File: src/rtl/synt_seq_ctrl_if.sv
// Control/synthesizer signal bundle for the SYNT power-up and calibration sequencer.
// master = sequencer side, slave = MAC/control FSM plus synthesizer side.
interface synt_seq_ctrl_if;
   logic       START;
   logic       TX_NRX;
   logic       STOP;
   logic       RDY_SYNT;
   logic       PU_SYNT;
   logic       CAL_SYNT;
   logic       PU_TX;
   logic       PU_RX;
   logic       BUSY;
   logic       LOCKED;
   logic       ERR;
   logic [1:0] RETRY_CNT;

   modport master (
      input  START, TX_NRX, STOP, RDY_SYNT,
      output PU_SYNT, CAL_SYNT, PU_TX, PU_RX, BUSY, LOCKED, ERR, RETRY_CNT
   );

   modport slave (
      output START, TX_NRX, STOP, RDY_SYNT,
      input  PU_SYNT, CAL_SYNT, PU_TX, PU_RX, BUSY, LOCKED, ERR, RETRY_CNT
   );
endinterface

File: src/rtl/synt_seq_ctrl.sv
// SYNT power-up/calibration sequencer: settle, calibrate with timeout and bounded
// retries, lock-loss detection and abort. All outputs are registered state decodes.
module synt_seq_ctrl #(
   parameter int unsigned T_SETTLE  = 10,
   parameter int unsigned T_TIMEOUT = 100,
   parameter int unsigned T_OFF     = 5,
   parameter int unsigned MAX_RETRY = 2
) (
   input logic             CLK,
   input logic             RST,
   synt_seq_ctrl_if.master bus
);

   localparam int unsigned T_MAX0 = (T_SETTLE > T_TIMEOUT) ? T_SETTLE : T_TIMEOUT;
   localparam int unsigned T_MAX  = (T_MAX0 > T_OFF) ? T_MAX0 : T_OFF;
   localparam int unsigned CNT_W  = $clog2(T_MAX) + 1;

   localparam logic [CNT_W-1:0] CNT_SAT      = '1;
   localparam logic [CNT_W-1:0] SETTLE_LAST  = CNT_W'(T_SETTLE - 1);
   localparam logic [CNT_W-1:0] TIMEOUT_LAST = CNT_W'(T_TIMEOUT - 1);
   localparam logic [CNT_W-1:0] OFF_LAST     = CNT_W'(T_OFF - 1);
   localparam logic [1:0]       RETRY_LIM    = 2'(MAX_RETRY);

   typedef enum logic [2:0] {
      S_IDLE,
      S_PWRUP,
      S_CAL,
      S_ACTIVE,
      S_RETRY_OFF,
      S_ERROR
   } state_t;

   state_t           state_q;
   state_t           state_d;
   logic [CNT_W-1:0] cnt_q;
   logic             mode_q;
   logic [1:0]       retry_q;
   logic             accept_c;
   logic             retry_c;

   // Next-state logic; STOP overrides everything outside IDLE, RDY_SYNT beats timeout.
   always_comb begin
      state_d  = state_q;
      accept_c = 1'b0;
      retry_c  = 1'b0;
      if (bus.STOP && (state_q != S_IDLE)) begin
         state_d = S_IDLE;
      end else begin
         case (state_q)
            S_IDLE, S_ERROR: begin
               if (bus.START) begin
                  state_d  = S_PWRUP;
                  accept_c = 1'b1;
               end
            end
            S_PWRUP: begin
               if (cnt_q == SETTLE_LAST) state_d = S_CAL;
            end
            S_CAL: begin
               if (bus.RDY_SYNT) begin
                  state_d = S_ACTIVE;
               end else if (cnt_q == TIMEOUT_LAST) begin
                  if (retry_q < RETRY_LIM) begin
                     state_d = S_RETRY_OFF;
                     retry_c = 1'b1;
                  end else begin
                     state_d = S_ERROR;
                  end
               end
            end
            S_ACTIVE: begin
               if (!bus.RDY_SYNT) state_d = S_ERROR;
            end
            S_RETRY_OFF: begin
               if (cnt_q == OFF_LAST) state_d = S_PWRUP;
            end
            default: state_d = S_IDLE;
         endcase
      end
   end

   // State, shared saturating cycle counter, mode/retry registers and output decodes.
   always_ff @(posedge CLK) begin
      if (RST) begin
         state_q      <= S_IDLE;
         cnt_q        <= '0;
         mode_q       <= 1'b0;
         retry_q      <= 2'd0;
         bus.PU_SYNT  <= 1'b0;
         bus.CAL_SYNT <= 1'b0;
         bus.PU_TX    <= 1'b0;
         bus.PU_RX    <= 1'b0;
         bus.BUSY     <= 1'b0;
         bus.LOCKED   <= 1'b0;
         bus.ERR      <= 1'b0;
      end else begin
         state_q <= state_d;

         if (state_d != state_q) begin
            cnt_q <= '0;
         end else if (cnt_q != CNT_SAT) begin
            cnt_q <= cnt_q + CNT_W'(1);
         end

         if (accept_c) begin
            mode_q  <= bus.TX_NRX;
            retry_q <= 2'd0;
         end else if (retry_c) begin
            retry_q <= retry_q + 2'd1;
         end

         // Decoding state_d keeps outputs aligned with the state they describe.
         bus.PU_SYNT  <= (state_d == S_PWRUP) || (state_d == S_CAL) || (state_d == S_ACTIVE);
         bus.CAL_SYNT <= (state_d == S_CAL);
         bus.PU_TX    <= (state_d == S_ACTIVE) && mode_q;
         bus.PU_RX    <= (state_d == S_ACTIVE) && !mode_q;
         bus.BUSY     <= (state_d == S_PWRUP) || (state_d == S_CAL) || (state_d == S_RETRY_OFF);
         bus.LOCKED   <= (state_d == S_ACTIVE);
         bus.ERR      <= (state_d == S_ERROR);
      end
   end

   assign bus.RETRY_CNT = retry_q;

endmodule

File: src/flat_wrapper.sv
// flat-port wrapper written by rule: the top's interface ports become plain ports
module synt_seq_ctrl_flat 
#(
   parameter int unsigned T_SETTLE  = 10,
   parameter int unsigned T_TIMEOUT = 100,
   parameter int unsigned T_OFF     = 5,
   parameter int unsigned MAX_RETRY = 2
)
  (CLK, RST, bus_START, bus_TX_NRX, bus_STOP, bus_RDY_SYNT, bus_PU_SYNT, bus_CAL_SYNT, bus_PU_TX, bus_PU_RX, bus_BUSY, bus_LOCKED, bus_ERR, bus_RETRY_CNT);
  synt_seq_ctrl_if bus_i ();
  input logic CLK;
  input logic RST;
  input wire logic [$bits(bus_i.START)-1:0] bus_START;
  input wire logic [$bits(bus_i.TX_NRX)-1:0] bus_TX_NRX;
  input wire logic [$bits(bus_i.STOP)-1:0] bus_STOP;
  input wire logic [$bits(bus_i.RDY_SYNT)-1:0] bus_RDY_SYNT;
  output wire logic [$bits(bus_i.PU_SYNT)-1:0] bus_PU_SYNT;
  output wire logic [$bits(bus_i.CAL_SYNT)-1:0] bus_CAL_SYNT;
  output wire logic [$bits(bus_i.PU_TX)-1:0] bus_PU_TX;
  output wire logic [$bits(bus_i.PU_RX)-1:0] bus_PU_RX;
  output wire logic [$bits(bus_i.BUSY)-1:0] bus_BUSY;
  output wire logic [$bits(bus_i.LOCKED)-1:0] bus_LOCKED;
  output wire logic [$bits(bus_i.ERR)-1:0] bus_ERR;
  output wire logic [$bits(bus_i.RETRY_CNT)-1:0] bus_RETRY_CNT;
  assign bus_i.START = bus_START;
  assign bus_i.TX_NRX = bus_TX_NRX;
  assign bus_i.STOP = bus_STOP;
  assign bus_i.RDY_SYNT = bus_RDY_SYNT;
  assign bus_PU_SYNT = bus_i.PU_SYNT;
  assign bus_CAL_SYNT = bus_i.CAL_SYNT;
  assign bus_PU_TX = bus_i.PU_TX;
  assign bus_PU_RX = bus_i.PU_RX;
  assign bus_BUSY = bus_i.BUSY;
  assign bus_LOCKED = bus_i.LOCKED;
  assign bus_ERR = bus_i.ERR;
  assign bus_RETRY_CNT = bus_i.RETRY_CNT;
  synt_seq_ctrl #(.T_SETTLE(T_SETTLE), .T_TIMEOUT(T_TIMEOUT), .T_OFF(T_OFF), .MAX_RETRY(MAX_RETRY)) u_core (.CLK(CLK), .RST(RST), .bus(bus_i));
endmodule
File: config.mk
export PLATFORM = sky130hd
export DESIGN_NAME = synt_seq_ctrl_flat
export DESIGN_NICKNAME = d
export VERILOG_FILES = /design/src/rtl/synt_seq_ctrl_if.sv /design/src/rtl/synt_seq_ctrl.sv /design/src/flat_wrapper.sv
export SDC_FILE = /design/constraint.sdc
export NUM_CORES = 1
export LEC_CHECK = 0
export CAP_MARGIN = 40
export CORE_AREA = 5 5 65 67
export DETAILED_ROUTE_END_ITERATION = 12
export DIE_AREA = 0 0 70 72
export PLACE_DENSITY_LB_ADDON = 0.15
export SYNTH_ARGS = -nofsm -noshare
export SYNTH_HDL_FRONTEND = slang
export SYNTH_SLANG_ARGS = --single-unit
File: constraint.sdc
create_clock -name CLK -period 5.65 [get_ports CLK]
set_clock_uncertainty 0.05 [all_clocks]
set_input_delay 1.13 -clock CLK [delete_from_list [all_inputs] [get_ports CLK]]
set_output_delay 1.13 -clock CLK [all_outputs]
set_load 0.02 [all_outputs]
==> results.cfg <==
[status]
status = completed

[power]
peakVddDrop_mv = 0.101
leakagePower_nw = 0.516
combPwrFrac_pct = 16.0
power_density_nw_per_um2 = 194
power_frac_clock_pct = 26.6
power.switching_mw = 0.0762
total_power_mw = 0.275
p_int_mw = 0.199
swShare_pct = 27.7
seqPwrFrac_pct = 57.4

[synthesis]
ys.flop_type = dfxtp_1
seq_area_frac_synth_pct = 34.6
syn_inst = 139
avgSynthCellArea_um2 = 8.74
ys_top_cells_by_count = dfxtp_1 (21), nor2_1 (16), nand2_1 (12)
synthArstFlopShare_pct = 0
synth_enable_flop_cells = 0
synth.ff_latch_count = 21
yosysTopAreaCell = dfxtp_1
synth_cell_type_count = 39
syn_area_um2 = 1210
yosysMostFrequentCell = dfxtp_1
synth_top_area_share_pct = 34.6
synth.area.top_cells = dfxtp_1 (35%), nor2_1 (4.9%), nor4b_4 (3.9%)
synth_nets = 148
ys_warn_count = 0

[detailed_routing]
routed_wirelength_mm = 2.75
vias_per_cell = 5.26
drt-initial-drc-count = 97
final_antenna_net_count = 0
vias = 1047
drc_errors = 0
wl_per_cell_um = 13.8
dr.pass1.iters = 5

[sta]
setup_slack_ps = 2910
finalCriticalPeriod_ps = 2740
maxSlewHeadroom_pct = 45.2
fin_crit_sh_pct = 48.5
rsz0062_at_grt = no
final_max_slew_viol_count = 0
finalSetupViolCount = 0
clock.fmax_mhz = 365
finalHoldViolCount = 0
tightest_slew_ps = 818
tns_ps = 0

[critical_path]
cp-start-kind = input port
slowest_stage = clkdlybuf4s50_1
crit_buf_inv = 1
cp.required_ps = 5770
worst_ep_arrival_time_ps = 2860
path_max_fanout = 8
worstPathCellList = clkdlybuf4s50_1 > a41oi_1 > o41ai_2 > a21bo_1 > nor3_1
path_delay_family = compound AO/OA/AOI/OAI gates
critPathMaxStageDelay_ps = 600
end_kind = flop
crit_type = input port to flop

[global_route]
antenna_found_initial = 0
overflow = 0
grt_pass1_wl_mm = 4.91
grt_usage_pct = 11.9
grt_pass1_vias = 1045
grt_max_degree = 18

[cells_and_area]
finalNonFillerCells = 199
nFillCells = 377
antenna-diode-count = 0
fin_nets = 161
stdcell_area_um2 = 1410
area_growth_pct = 16.3
drive_above_1_share_pct = 9.27

[cts]
numClockSinks = 21
cts_buffer_depth = 2
cts_setup_buffers = 0
cts_tree = done
cts_root_buf = clkbuf_4
cts_inserted_buffers = 3
cts_hold_buf = 0
cts.reportedPaths.clkPinSlew_ps = 120
htree_levels = 1
clk_latency_ps = 300
cts.repair.resized = 0

[floorplanning]
coreArea_um2 = 3580
pin_count = 15
dieWidth_um = 70
fp-row-count = 22
die_area_um2 = 5040
die_y_um = 72
initial_utilization_pct = 34.0

[flow_run]
cap_violations = 0

[placement]
dp_slack_ps = 2580
io_buffers = 14
dp_hpwl_mm = 2.08
gp_congestion = 0.872
placed_area_um2 = 1390
dp_cells = 195

[worst_hold_path]
hold_class = flop to flop
## final timing paths
path	endpoint	startpoint	cells after the start	slack, ps
setup / recovery	u_core.cnt_q[5]$_SDFFE_PP0P_	bus_RDY_SYNT	5	2910
hold / removal	u_core.bus.PU_RX$_SDFF_PP0_	u_core.mode_q$_SDFFE_PP0P_	1	410
setup reg to reg	u_core.cnt_q[5]$_SDFFE_PP0P_	u_core.cnt_q[0]$_SDFFE_PP0P_	6	3140
hold reg to reg	u_core.bus.PU_RX$_SDFF_PP0_	u_core.mode_q$_SDFFE_PP0P_	1	410
## worst reg2reg max path: cells and delay by family (launching register included)
kind	cells	cell delay (ps)
AO/OA/AOI/OAI	3	1110
AND/OR/NAND/NOR	2	530
flip-flops	1	390
adder cells (fa/ha/maj)	1	290
## area by class of cell
cell class	instances	area, um^2	area share [%]
Multi-Input combinational cell	109	753	53.3
Timing Repair Buffer	14	140	9.92
Clock buffer	3	22.5	1.59
Clock inverter	1	5.00	0.354
Inverter	3	11.3	0.797
Sequential cell	21	420	29.8
Tap cell	48	60.1	4.25
## power by group through the flow
stage / Combinational (mW) / Clock (mW) / Sequential, mW
floorplan: 0.0329 / 0 / 0.160
global placement: 0.0438 / 0 / 0.161
detailed placement: 0.0442 / 0 / 0.161
CTS: 0.0445 / 0.0788 / 0.158
global route: 0.0485 / 0.0855 / 0.159
finish: 0.0441 / 0.0730 / 0.158
## registers in the layout (all words and copies together), names as in the netlist
name                  count
u_core.bus.BUSY           1
u_core.bus.CAL_SYNT       1
u_core.bus.ERR            1
u_core.bus.LOCKED         1
u_core.bus.PU_RX          1
u_core.bus.PU_SYNT        1
u_core.bus.PU_TX          1
u_core.bus.RETRY_CNT      2
u_core.cnt_q              8
u_core.mode_q             1
u_core.state_q            3
## per-layer routing
layer  track usage [%]  up-vias  share of wire [%]
li1                  -      527                  -
met1              15.6      505                 48
met2              20.0       13                 49
met3              2.35        2                2.6
met4              3.62        0               0.76
met5                 0        -                  0
## per-stage QoR
step	util (%)	hold WS, ps
after floorplan	-	362
after global placement	38.7	400
after detailed placement	38.7	398
after CTS	39.5	419
after global routing	39.5	462
final	39.5	408
## layout by cell type, fill, tap and decap left out, drive strengths merged, types with 5 or more instances in the layout
master | netlist | layout
nor2 | 16 | 16
a21oi | 6 | 6
dfxtp | 21 | 21
nor2b | 5 | 5
nand2 | 12 | 12
nand3 | 6 | 6
nor3 | 9 | 9
o21ai | 6 | 6
clkdlybuf4s50 | 0 | 14
## cell families (layout without fill, tap and decap cells)
logic type                 count (synthesis)  in the layout  synth area share (%)
and+or+nand+nor                           72             72                  35.4
AOI/OAI and AO/OA                         29             29                  19.7
DFF                                       21             21                  34.6
xor gates and xnor gates                   3              3                  2.16
muxes                                      2              2                  1.65
adders and majority gates                  3              3                  3.09
buffers and inverters                      9             21                  3.40
Note: power is estimated with default switching activity, not from simulation.
